--- src/rtl/imem_pkg.sv ---
// Shared types and constants for the instruction-RAM boot controller.
// Holds the FSM encoding, the default NOP and the byte-to-word assembly widths.
package imem_pkg;

    localparam logic [1:0] ST_RUN_ENC       = 2'd0;
    localparam logic [1:0] ST_LOAD_LEN_ENC  = 2'd1;
    localparam logic [1:0] ST_LOAD_DATA_ENC = 2'd2;
    localparam logic [1:0] ST_WRITE_ENC     = 2'd3;

    typedef enum logic [1:0] {
        ST_RUN       = ST_RUN_ENC,
        ST_LOAD_LEN  = ST_LOAD_LEN_ENC,
        ST_LOAD_DATA = ST_LOAD_DATA_ENC,
        ST_WRITE     = ST_WRITE_ENC
    } state_t;

    // addi x0, x0, 0
    localparam logic [31:0] NOP_INSTR_DEFAULT = 32'h0000_0013;

    localparam int BYTE_W         = 8;
    localparam int WORD_W         = 32;
    localparam int BYTES_PER_WORD = WORD_W / BYTE_W;
    localparam int BYTE_CNT_W     = $clog2(BYTES_PER_WORD);

endpackage

--- src/rtl/imem_boot_ctrl_byte_packer.sv ---
// Little-endian 8-to-32 bit assembler shared by the length and data phases.
// word is combinational so the consumer can latch it on the word_valid cycle.
module byte_packer
    import imem_pkg::*;
(
    input  logic              clock,
    input  logic              reset,
    input  logic              clear,
    input  logic              byte_valid,
    input  logic [BYTE_W-1:0] byte_data,
    output logic [WORD_W-1:0] word,
    output logic              word_valid
);

    logic [BYTE_CNT_W-1:0] cnt_q;
    logic [BYTE_CNT_W-1:0] cnt_d;
    logic [WORD_W-1:0]     shift_q;
    logic [WORD_W-1:0]     shift_d;
    logic [WORD_W-1:0]     merged;

    always_comb begin
        // Newest byte enters at the top, so the first byte ends up in [7:0].
        merged     = {byte_data, shift_q[WORD_W-1:BYTE_W]};
        cnt_d      = cnt_q;
        shift_d    = shift_q;
        word_valid = 1'b0;
        if (clear) begin
            cnt_d   = '0;
            shift_d = '0;
        end else if (byte_valid) begin
            shift_d    = merged;
            cnt_d      = cnt_q + 1'b1;
            word_valid = (cnt_q == {BYTE_CNT_W{1'b1}});
        end
    end

    assign word = merged;

    always_ff @(posedge clock) begin
        if (reset) begin
            cnt_q   <= '0;
            shift_q <= '0;
        end else begin
            cnt_q   <= cnt_d;
            shift_q <= shift_d;
        end
    end

endmodule

--- src/rtl/imem_boot_ctrl.sv ---
// Shares the instruction RAM between core fetch (RUN) and a UART boot loader
// that streams a 32-bit length followed by that many little-endian words.
module imem_boot_ctrl
    import imem_pkg::*;
#(
    parameter int          ADDR_WIDTH    = 12,
    parameter bit          BOOT_ON_RESET = 1'b1,
    parameter logic [31:0] NOP_INSTR     = NOP_INSTR_DEFAULT
) (
    input  logic                  clock,
    input  logic                  reset,
    input  logic                  boot_req,
    input  logic                  rx_valid,
    input  logic [7:0]            rx_data,
    output logic                  rx_ready,
    input  logic [31:0]           fetch_addr,
    output logic [31:0]           instr,
    output logic                  core_reset,
    output logic [ADDR_WIDTH-1:0] mem_addr,
    output logic [31:0]           mem_wdata,
    output logic                  mem_we,
    input  logic [31:0]           mem_rdata,
    output logic                  load_done,
    output logic                  load_err
);

    // One bit wider than the 32-bit counters so 2^32 depth still compares correctly.
    localparam logic [32:0] DEPTH = 33'd1 << ADDR_WIDTH;

    state_t      state_q;
    state_t      state_d;
    logic [31:0] word_cnt_q;
    logic [31:0] word_cnt_d;
    logic [31:0] len_q;
    logic [31:0] len_d;
    logic [31:0] data_q;
    logic [31:0] data_d;
    logic        load_done_q;
    logic        load_done_d;
    logic        load_err_q;
    logic        load_err_d;

    logic        pk_clear;
    logic        pk_word_valid;
    logic [31:0] pk_word;
    logic        byte_acc;
    logic [31:0] word_cnt_inc;
    logic        unused_fetch_bits;

    assign byte_acc          = rx_valid && rx_ready;
    assign word_cnt_inc      = word_cnt_q + 32'd1;
    assign unused_fetch_bits = ^fetch_addr;

    byte_packer u_packer (
        .clock      (clock),
        .reset      (reset),
        .clear      (pk_clear),
        .byte_valid (byte_acc),
        .byte_data  (rx_data),
        .word       (pk_word),
        .word_valid (pk_word_valid)
    );

    always_comb begin
        state_d     = state_q;
        word_cnt_d  = word_cnt_q;
        len_d       = len_q;
        data_d      = data_q;
        load_done_d = 1'b0;
        load_err_d  = load_err_q;
        pk_clear    = 1'b0;
        case (state_q)
            ST_RUN: begin
                if (boot_req) begin
                    state_d    = ST_LOAD_LEN;
                    word_cnt_d = '0;
                    len_d      = '0;
                    load_err_d = 1'b0;
                    pk_clear   = 1'b1;
                end
            end
            ST_LOAD_LEN: begin
                if (pk_word_valid) begin
                    len_d = pk_word;
                    if ({1'b0, pk_word} > DEPTH) begin
                        load_err_d = 1'b1;
                    end
                    if (pk_word == 32'd0) begin
                        state_d     = ST_RUN;
                        load_done_d = 1'b1;
                    end else begin
                        state_d = ST_LOAD_DATA;
                    end
                end
            end
            ST_LOAD_DATA: begin
                if (pk_word_valid) begin
                    data_d  = pk_word;
                    state_d = ST_WRITE;
                end
            end
            ST_WRITE: begin
                word_cnt_d = word_cnt_inc;
                if (word_cnt_inc == len_q) begin
                    state_d     = ST_RUN;
                    load_done_d = 1'b1;
                end else begin
                    state_d = ST_LOAD_DATA;
                end
            end
            default: state_d = ST_RUN;
        endcase
    end

    always_comb begin
        mem_addr   = word_cnt_q[ADDR_WIDTH-1:0];
        mem_wdata  = data_q;
        mem_we     = 1'b0;
        rx_ready   = 1'b0;
        instr      = NOP_INSTR;
        core_reset = 1'b1;
        case (state_q)
            ST_RUN: begin
                mem_addr   = fetch_addr[ADDR_WIDTH+1:2];
                instr      = mem_rdata;
                core_reset = 1'b0;
            end
            ST_LOAD_LEN, ST_LOAD_DATA: rx_ready = 1'b1;
            // Overflow words are still drained from the FIFO, just not stored.
            ST_WRITE: mem_we = ({1'b0, word_cnt_q} < DEPTH);
            default: ;
        endcase
        if (reset) begin
            mem_we     = 1'b0;
            rx_ready   = 1'b0;
            core_reset = 1'b1;
        end
    end

    assign load_done = load_done_q;
    assign load_err  = load_err_q;

    always_ff @(posedge clock) begin
        if (reset) begin
            state_q     <= BOOT_ON_RESET ? ST_LOAD_LEN : ST_RUN;
            word_cnt_q  <= '0;
            len_q       <= '0;
            data_q      <= '0;
            load_done_q <= 1'b0;
            load_err_q  <= 1'b0;
        end else begin
            state_q     <= state_d;
            word_cnt_q  <= word_cnt_d;
            len_q       <= len_d;
            data_q      <= data_d;
            load_done_q <= load_done_d;
            load_err_q  <= load_err_d;
        end
    end

endmodule
--- config.mk ---
export PLATFORM = sky130hd
export DESIGN_NAME = imem_boot_ctrl
export DESIGN_NICKNAME = d
export VERILOG_FILES = /design/src/rtl/imem_pkg.sv /design/src/rtl/imem_boot_ctrl_byte_packer.sv /design/src/rtl/imem_boot_ctrl.sv
export SDC_FILE = /design/constraint.sdc
export NUM_CORES = 1
export LEC_CHECK = 0
export CAP_MARGIN = 10
export CELL_PAD_IN_SITES_DETAIL_PLACEMENT = 1
export CELL_PAD_IN_SITES_GLOBAL_PLACEMENT = 1
export CORE_ASPECT_RATIO = 1.4
export CORE_MARGIN = 2
export CORE_UTILIZATION = 35
export DETAILED_ROUTE_END_ITERATION = 10
export DONT_BUFFER_PORTS = 1
export HOLD_SLACK_MARGIN = 0.02
export PLACE_DENSITY = 0.6
export SETUP_SLACK_MARGIN = 0.5
export SYNTH_ARGS = -nofsm -noshare
export SYNTH_HDL_FRONTEND = slang
export SYNTH_SLANG_ARGS = --single-unit
--- constraint.sdc ---
create_clock -name clock -period 4.3 [get_ports clock]
set_input_delay 0.645 -clock clock [delete_from_list [all_inputs] [get_ports clock]]
set_output_delay 0.645 -clock clock [all_outputs]
set_load 0.05 [all_outputs]
==> flow_summary.json, run 1 <==
{
  "p_per_area_mw_per_mm2": 530.7,
  "vias_per_cell": 5.625,
  "ant_nets": 0,
  "hold_class": "input pin to flip-flop",
  "synth_top_cell_by_area": "dfxtp_1",
  "drc": 0,
  "hpwl_mm": 15.14,
  "clockBufferDepth": 2,
  "grt_pass1_wl_mm": 34.38,
  "ys_seq_elements": 126,
  "synth_cell_types": 54,
  "synthesis.nets": 942,
  "setup_viol": 0,
  "r2r-end": "load_done",
  "wirelength_mm": 21.28,
  "grt_pass1_vias": 6217,
  "cts_root_buf": "clkbuf_16",
  "startpoint_type": "flip-flop",
  "globalplace.congestion": 0.8910,
  "fin_setup_tns_ns": 0,
  "max_slew_margin_pct": 21.19,
  "arrival_ns": 3.90,
  "start_util_pct": 35.44,
  "whs_ns": 0.2857,
  "htree_levels": 4,
  "via_count": 6052,
  "path_class": "flip-flop to flip-flop",
  "reg2reg_depth": 9,
  "die_w_microns": 119.8,
  "num_io_pins": 157,
  "max_cap_violations": 0,
  "cts_resized": 0,
  "reg2reg_setup_slack_ns": 0.76,
  "r2r_start": "word_cnt_q[0]",
  "ys_seq_area_share_pct": 38.41,
  "antenna_found_initial": 0,
  "nNetsFinal": 901,
  "grt_max_degree": 105,
  "cts_hold_buf": 0,
  "instances_no_fill": 1076,
  "final_core_utilization_pct": 39.42,
  "period_needed_ns": 3.545,
  "drt_iter0_markers": 296,
  "synth_area_leaders": "dfxtp_1 (38%), nand2_1 (9.3%), a21oi_1 (7.6%)",
  "irDropWorstVdd_uv": 352.7,
  "synthesis.area_sq_mm": 0.006568,
  "synth_area_per_cell_sq_um": 7.637,
  "num_rows": 59,
  "finalCritPeriodShare_pct": 82.43,
  "hold_end": "mem_wdata[9]",
  "syn2layout_area_growth_pct": 11.22,
  "cp.required_ns": 4.66,
  "core_sq_mm": 0.01853,
  "drt_first_pass_iters": 4,
  "final_max_slew_viol_count": 0,
  "worstMarginPinSlew_ns": 1.181,
  "clkTransAtPathRegs_ns": 0.06,
  "final.setup_skew_ns": 0.01342,
  "rsz0062_at_grt": "false",
  "synth_cells": 860,
  "numCtsBuffers": 17,
  "hold_start": "reset",
  "cts_setup_buffers": 0,
  "hold_depth": 1,
  "cts.sinks": 126,
  "pre_cts_ws_ns": 0.8246,
  "post_drt_wl_per_cell_microns": 19.77,
  "tritoncts": "yes",
  "end_kind": "flip-flop",
  "layout_setup_ws_ns": 0.7554,
  "port_buffers": 0,
  "antenna_cells": 0,
  "clock_latency_ns": 0.43,
  "timing.fmax_mhz": 282.1,
  "dieArea_sq_mm": 0.01989,
  "synth_top_area_share_pct": 38.41,
  "status": "finished clean",
  "critPathMaxFanout": 11,
  "p_leak_nw": 2.416,
  "place_inst": 1044,
  "hold_viol": 0,
  "synth_edf_count": 0,
  "synth_warnings": 0,
  "die_h_microns": 166.1,
  "ys.flop_type": "dfxtp_1",
  "drive_above_1_share_pct": 8.053,
  "grt_use_total_pct": 21.81,
  "grt_overflow": 0,
  "async_flop_share_pct": 0
}
## sequential cells by signal (all words and copies together), names as in the netlist
register	cells
load_err	1
word_cnt_q	32
mem_wdata	32
u_packer.cnt_q	2
len_q	32
state_q	2
load_done	1
u_packer.shift_q	24
## report_power, final
part           internal, mW  switching, mW  leakage (nW)
Sequential             1.20         0.0582          1.02
Clock                 0.996          0.584         0.302
Combinational         0.218          0.819          1.10
## Yosys cell counts, types with 14 or more instances
cell type  count
clkbuf_1      54
a22oi_1       33
xnor2_1       32
and2_1        34
nand4_1       14
nor3_1        24
o21ai_0       25
a21oi_1      100
dfxtp_1      126
nor4_1        23
nand2_1      163
nor2_1        73
## worst max path at each step
| stage | cells past startpoint | end | startpoint |
|---|---|---|---|
| 2_1_floorplan | 3 | mem_we | word_cnt_q[26] |
| 3_3_place_gp | 8 | load_done | word_cnt_q[3] |
| 3_5_place_dp | 9 | load_done | word_cnt_q[0] |
| 4_1_cts | 9 | load_done | word_cnt_q[0] |
| 5_1_grt | 9 | load_done | word_cnt_q[0] |
| 6_report | 9 | load_done | word_cnt_q[0] |
## metal layers
layer	wire length (microns)	vias up	global-route usage, %
met5	0	-	0
met4	586	0	8.696
met3	725	30	4.361
met2	10710	115	37.84
met1	9255	2990	26.22
li1	-	2917	-
## metrics by stage
| step | instance area, sq um | total power [mW] |
|---|---|---|
| after global placement | 6660 | 2.303 |
| final | 7305 | 3.876 |
| after CTS | 7305 | 3.924 |
| after floorplan | 6568 | 2.129 |
| after detailed placement | 6660 | 2.333 |
| after global routing | 7305 | 4.048 |
## critical path, stage by stage (launching register included)
cell and delay, ns:
dfxtp_1 0.50, ha_1 0.38, nand3_4 0.15, or4_4 0.67, o31ai_1 0.28, nand3b_1 0.10
a2111oi_0 0.83, and4bb_1 0.34, nand3_1 0.09, a21oi_1 0.13
## layout by cell type, fill, tap and decap left out, types with 11 or more instances in the layout
cell type and count:
xor2_1 12, a21oi_1 100, or3_1 13, and2_1 34, mux2_2 11, nand2_1 163
nand3_1 13, dfxtp_1 126, o21ai_0 24, xnor2_1 32, a22oi_1 33, nor4_1 22
nor2_1 73, clkbuf_16 17, nand4_1 14, nor3_1 24
## layout make-up
| type | instances | area (sq um) |
|---|---|---|
| inverters | 7 | 26.28 |
| flip-flops and latches | 126 | 2522 |
| multi-input cells | 659 | 3746 |
| well taps | 244 | 305.3 |
| repair buffers | 8 | 60.06 |
| clock inverters | 14 | 205.2 |
| clock buffers | 18 | 439.2 |
| fillers | 2268 | 11220 |
## cell families after synthesis
family / Yosys count / synth area share, %
AND/OR/NAND/NOR: 409 / 31.03
multiplexers: 11 / 1.886
buffers and inverters: 75 / 4.686
AO/OA/AOI/OAI: 189 / 16.97
XOR/XNOR: 44 / 5.868
adder cells (fa/ha/maj): 6 / 1.143
flip-flops: 126 / 38.41
Note: power is estimated with default switching activity, not from simulation.
==> run 2, diff against run 1 <==
- PLACE_DENSITY: 0.6 -> 0.63
- clock period: 4.3 -> 3.2 ns (I/O delays scaled with it)
==> run 2 against run 1 <==
Net effect: worst setup slack worse by 0.28 ns; via count is 3.2% higher; design area is 4.3% higher; die area stayed put; core utilization is 1.7 points higher; clock power is 16% higher; sequential power is 34% higher; sequential cell count stayed put.
==> flow_summary.json, run 2 (synthesis results as in run 1) <==
{
  "finalCritPeriodShare_pct": 85.04,
  "period_needed_ns": 2.721,
  "fill_cells": 2217,
  "grt_max_degree": 105,
  "htree_levels": 4,
  "max_slew_margin_pct": 42.59,
  "sequentialPowerShare_pct": 33.8,
  "seqCellArea_sq_mm": 0.002527,
  "final_max_slew_viol_count": 0,
  "antenna_cells": 0,
  "final.setup_skew_ns": 0.008943,
  "ant_nets": 0,
  "dieArea_sq_mm": 0.01989,
  "max_cap_violations": 0,
  "final_cell_mix": "nand2_1 (163), dfxtp_1 (122), a21oi_1 (100)",
  "p_per_area_mw_per_mm2": 655.0,
  "die_w_microns": 119.8,
  "p_int_mw": 3.079,
  "start_util_pct": 35.44,
  "hpwl_mm": 15.50,
  "fin_setup_tns_ns": 0,
  "r2r_start": "word_cnt_q[1]",
  "clock_latency_ns": 0.42,
  "grt_pass1_wl_mm": 34.53,
  "post_drt_wl_per_cell_microns": 19.26,
  "comb_power_share_pct": 29.4,
  "port_buffers": 0,
  "rsz0062_at_grt": "true",
  "timing.fmax_mhz": 367.5,
  "path_class": "flip-flop to flip-flop",
  "clockBufferDepth": 2,
  "switchingPower_mw": 1.911,
  "multi_input_area_sq_mm": 0.003841,
  "fin_area_sq_mm": 0.007619,
  "die_h_microns": 166.1,
  "clkTransAtPathRegs_ns": 0.06,
  "num_rows": 59,
  "critPathMaxFanout": 4,
  "core_sq_mm": 0.01853,
  "hold_viol": 0,
  "worstMarginPinSlew_ns": 0.8611,
  "grt_use_total_pct": 21.71,
  "vias_per_cell": 5.611,
  "p_leak_nw": 2.601,
  "irDropWorstVdd_uv": 363.3,
  "grt_pass1_vias": 6371,
  "globalplace.congestion": 0.8877,
  "hold_class": "input pin to flip-flop",
  "numCtsBuffers": 17,
  "cts.sinks": 126,
  "hold_start": "reset",
  "startpoint_type": "flip-flop",
  "cts_root_buf": "clkbuf_16",
  "arrival_ns": 3.05,
  "drive_above_1_share_pct": 14.15,
  "dpl_cell_area_sq_mm": 0.006913,
  "cp.required_ns": 3.53,
  "drt_iter0_markers": 321,
  "drc": 0,
  "startpoint": "word_cnt_q[1]",
  "wirelength_mm": 21.44,
  "grt_overflow": 0,
  "num_io_pins": 157,
  "status": "finished clean",
  "nNetsFinal": 940,
  "setup_viol": 0,
  "cts_hold_buf": 0,
  "final_core_utilization_pct": 41.12,
  "layout_commonest_cell": "nand2_1",
  "syn2layout_area_growth_pct": 16.00,
  "tritoncts": "yes",
  "antenna_found_initial": 0,
  "p_clk_share_pct": 36.8,
  "drt_first_pass_iters": 4,
  "via_count": 6245,
  "end_kind": "flip-flop",
  "swShare_pct": 38.30
}
-- run 2: changes by cell type in the layout (fill, tap and decap cells not counted), moves of 3 or more --
cell | previous run | this run
a2111oi_0 | 3 | 0
dfxtp_1 | 126 | 122
bufinv_16 | 4 | 1
and2_2 | 0 | 5
and2_1 | 34 | 29
buf_4 | 8 | 45
dfxtp_2 | 0 | 4
a2111oi_2 | 0 | 3
-- run 2: critical path, cell delays in order (launching register included) --
cell and delay, ns:
dfxtp_2 0.35, ha_4 0.15, nand3_4 0.07, or4_4 0.57, buf_4 0.16, or4_4 0.43
o211ai_1 0.27, a2111oi_2 0.07, buf_4 0.16, and4bb_1 0.21, a311oi_2 0.19
-- run 2: power groups by stage --
stage          sequential, mW  combinational (mW)  clock (mW)
3_3_place_gp             1.71                1.41           0
2_1_floorplan            1.70                1.17           0
5_1_grt                  1.69                1.59        1.94
6_report                 1.69                1.47        1.84
4_1_cts                  1.69                1.45        1.88
3_5_place_dp             1.72                1.45           0
-- run 2: worst paths after layout --
path	end	slack (ns)	depth (start not counted)
min reg2reg	u_packer.cnt_q[1]	0.49	2
max reg2reg	state_q[1]	0.48	10
max	state_q[1]	0.48	10
min	mem_wdata[11]	0.13	1
-- run 2: per-stage QoR --
| step | hold slack [ns] | power (mW) | instances | setup WS [ns] |
|---|---|---|---|---|
| finish | 0.1251 | 4.990 | 1113 | 0.4787 |
| global placement | 0.4455 | 3.121 | 1077 | 0.3175 |
| CTS | 0.1173 | 5.019 | 1109 | 0.4356 |
| global route | 0.1154 | 5.231 | 1113 | 0.3186 |
| detailed placement | 0.4521 | 3.164 | 1077 | 0.2566 |
| floorplan | 0.4400 | 2.866 | 860 | 0.5294 |
-- run 2: layer usage --
layer  track usage [%]  wire length, microns  part of all wire [%]
met3             4.052                   771                   3.6
met4             8.849                   580                   2.7
met5                 0                     0                     0
met2             38.46                 11070                    52
met1             25.51                  9019                    42
-- run 2: repair_timing --
| action | CTS | global route |
|---|---|---|
| hold endpoints to repair | 0 | 0 |
| pin swaps | 3 | 6 |
| setup endpoints to repair | 35 | 35 |
| buffers inserted | 2 | 4 |
| gates resized for setup | 9 | 18 |
-- run 2: final cells by class --
| cell class | instances | share of cell area, % |
|---|---|---|
| repair buffers | 47 | 4.730 |
| flip-flops and latches | 126 | 33.17 |
| clock buffers | 21 | 6.175 |
| clock inverters | 9 | 1.150 |
| well taps | 244 | 4.007 |
| inverters | 7 | 0.3449 |
| multi-input cells | 659 | 50.42 |
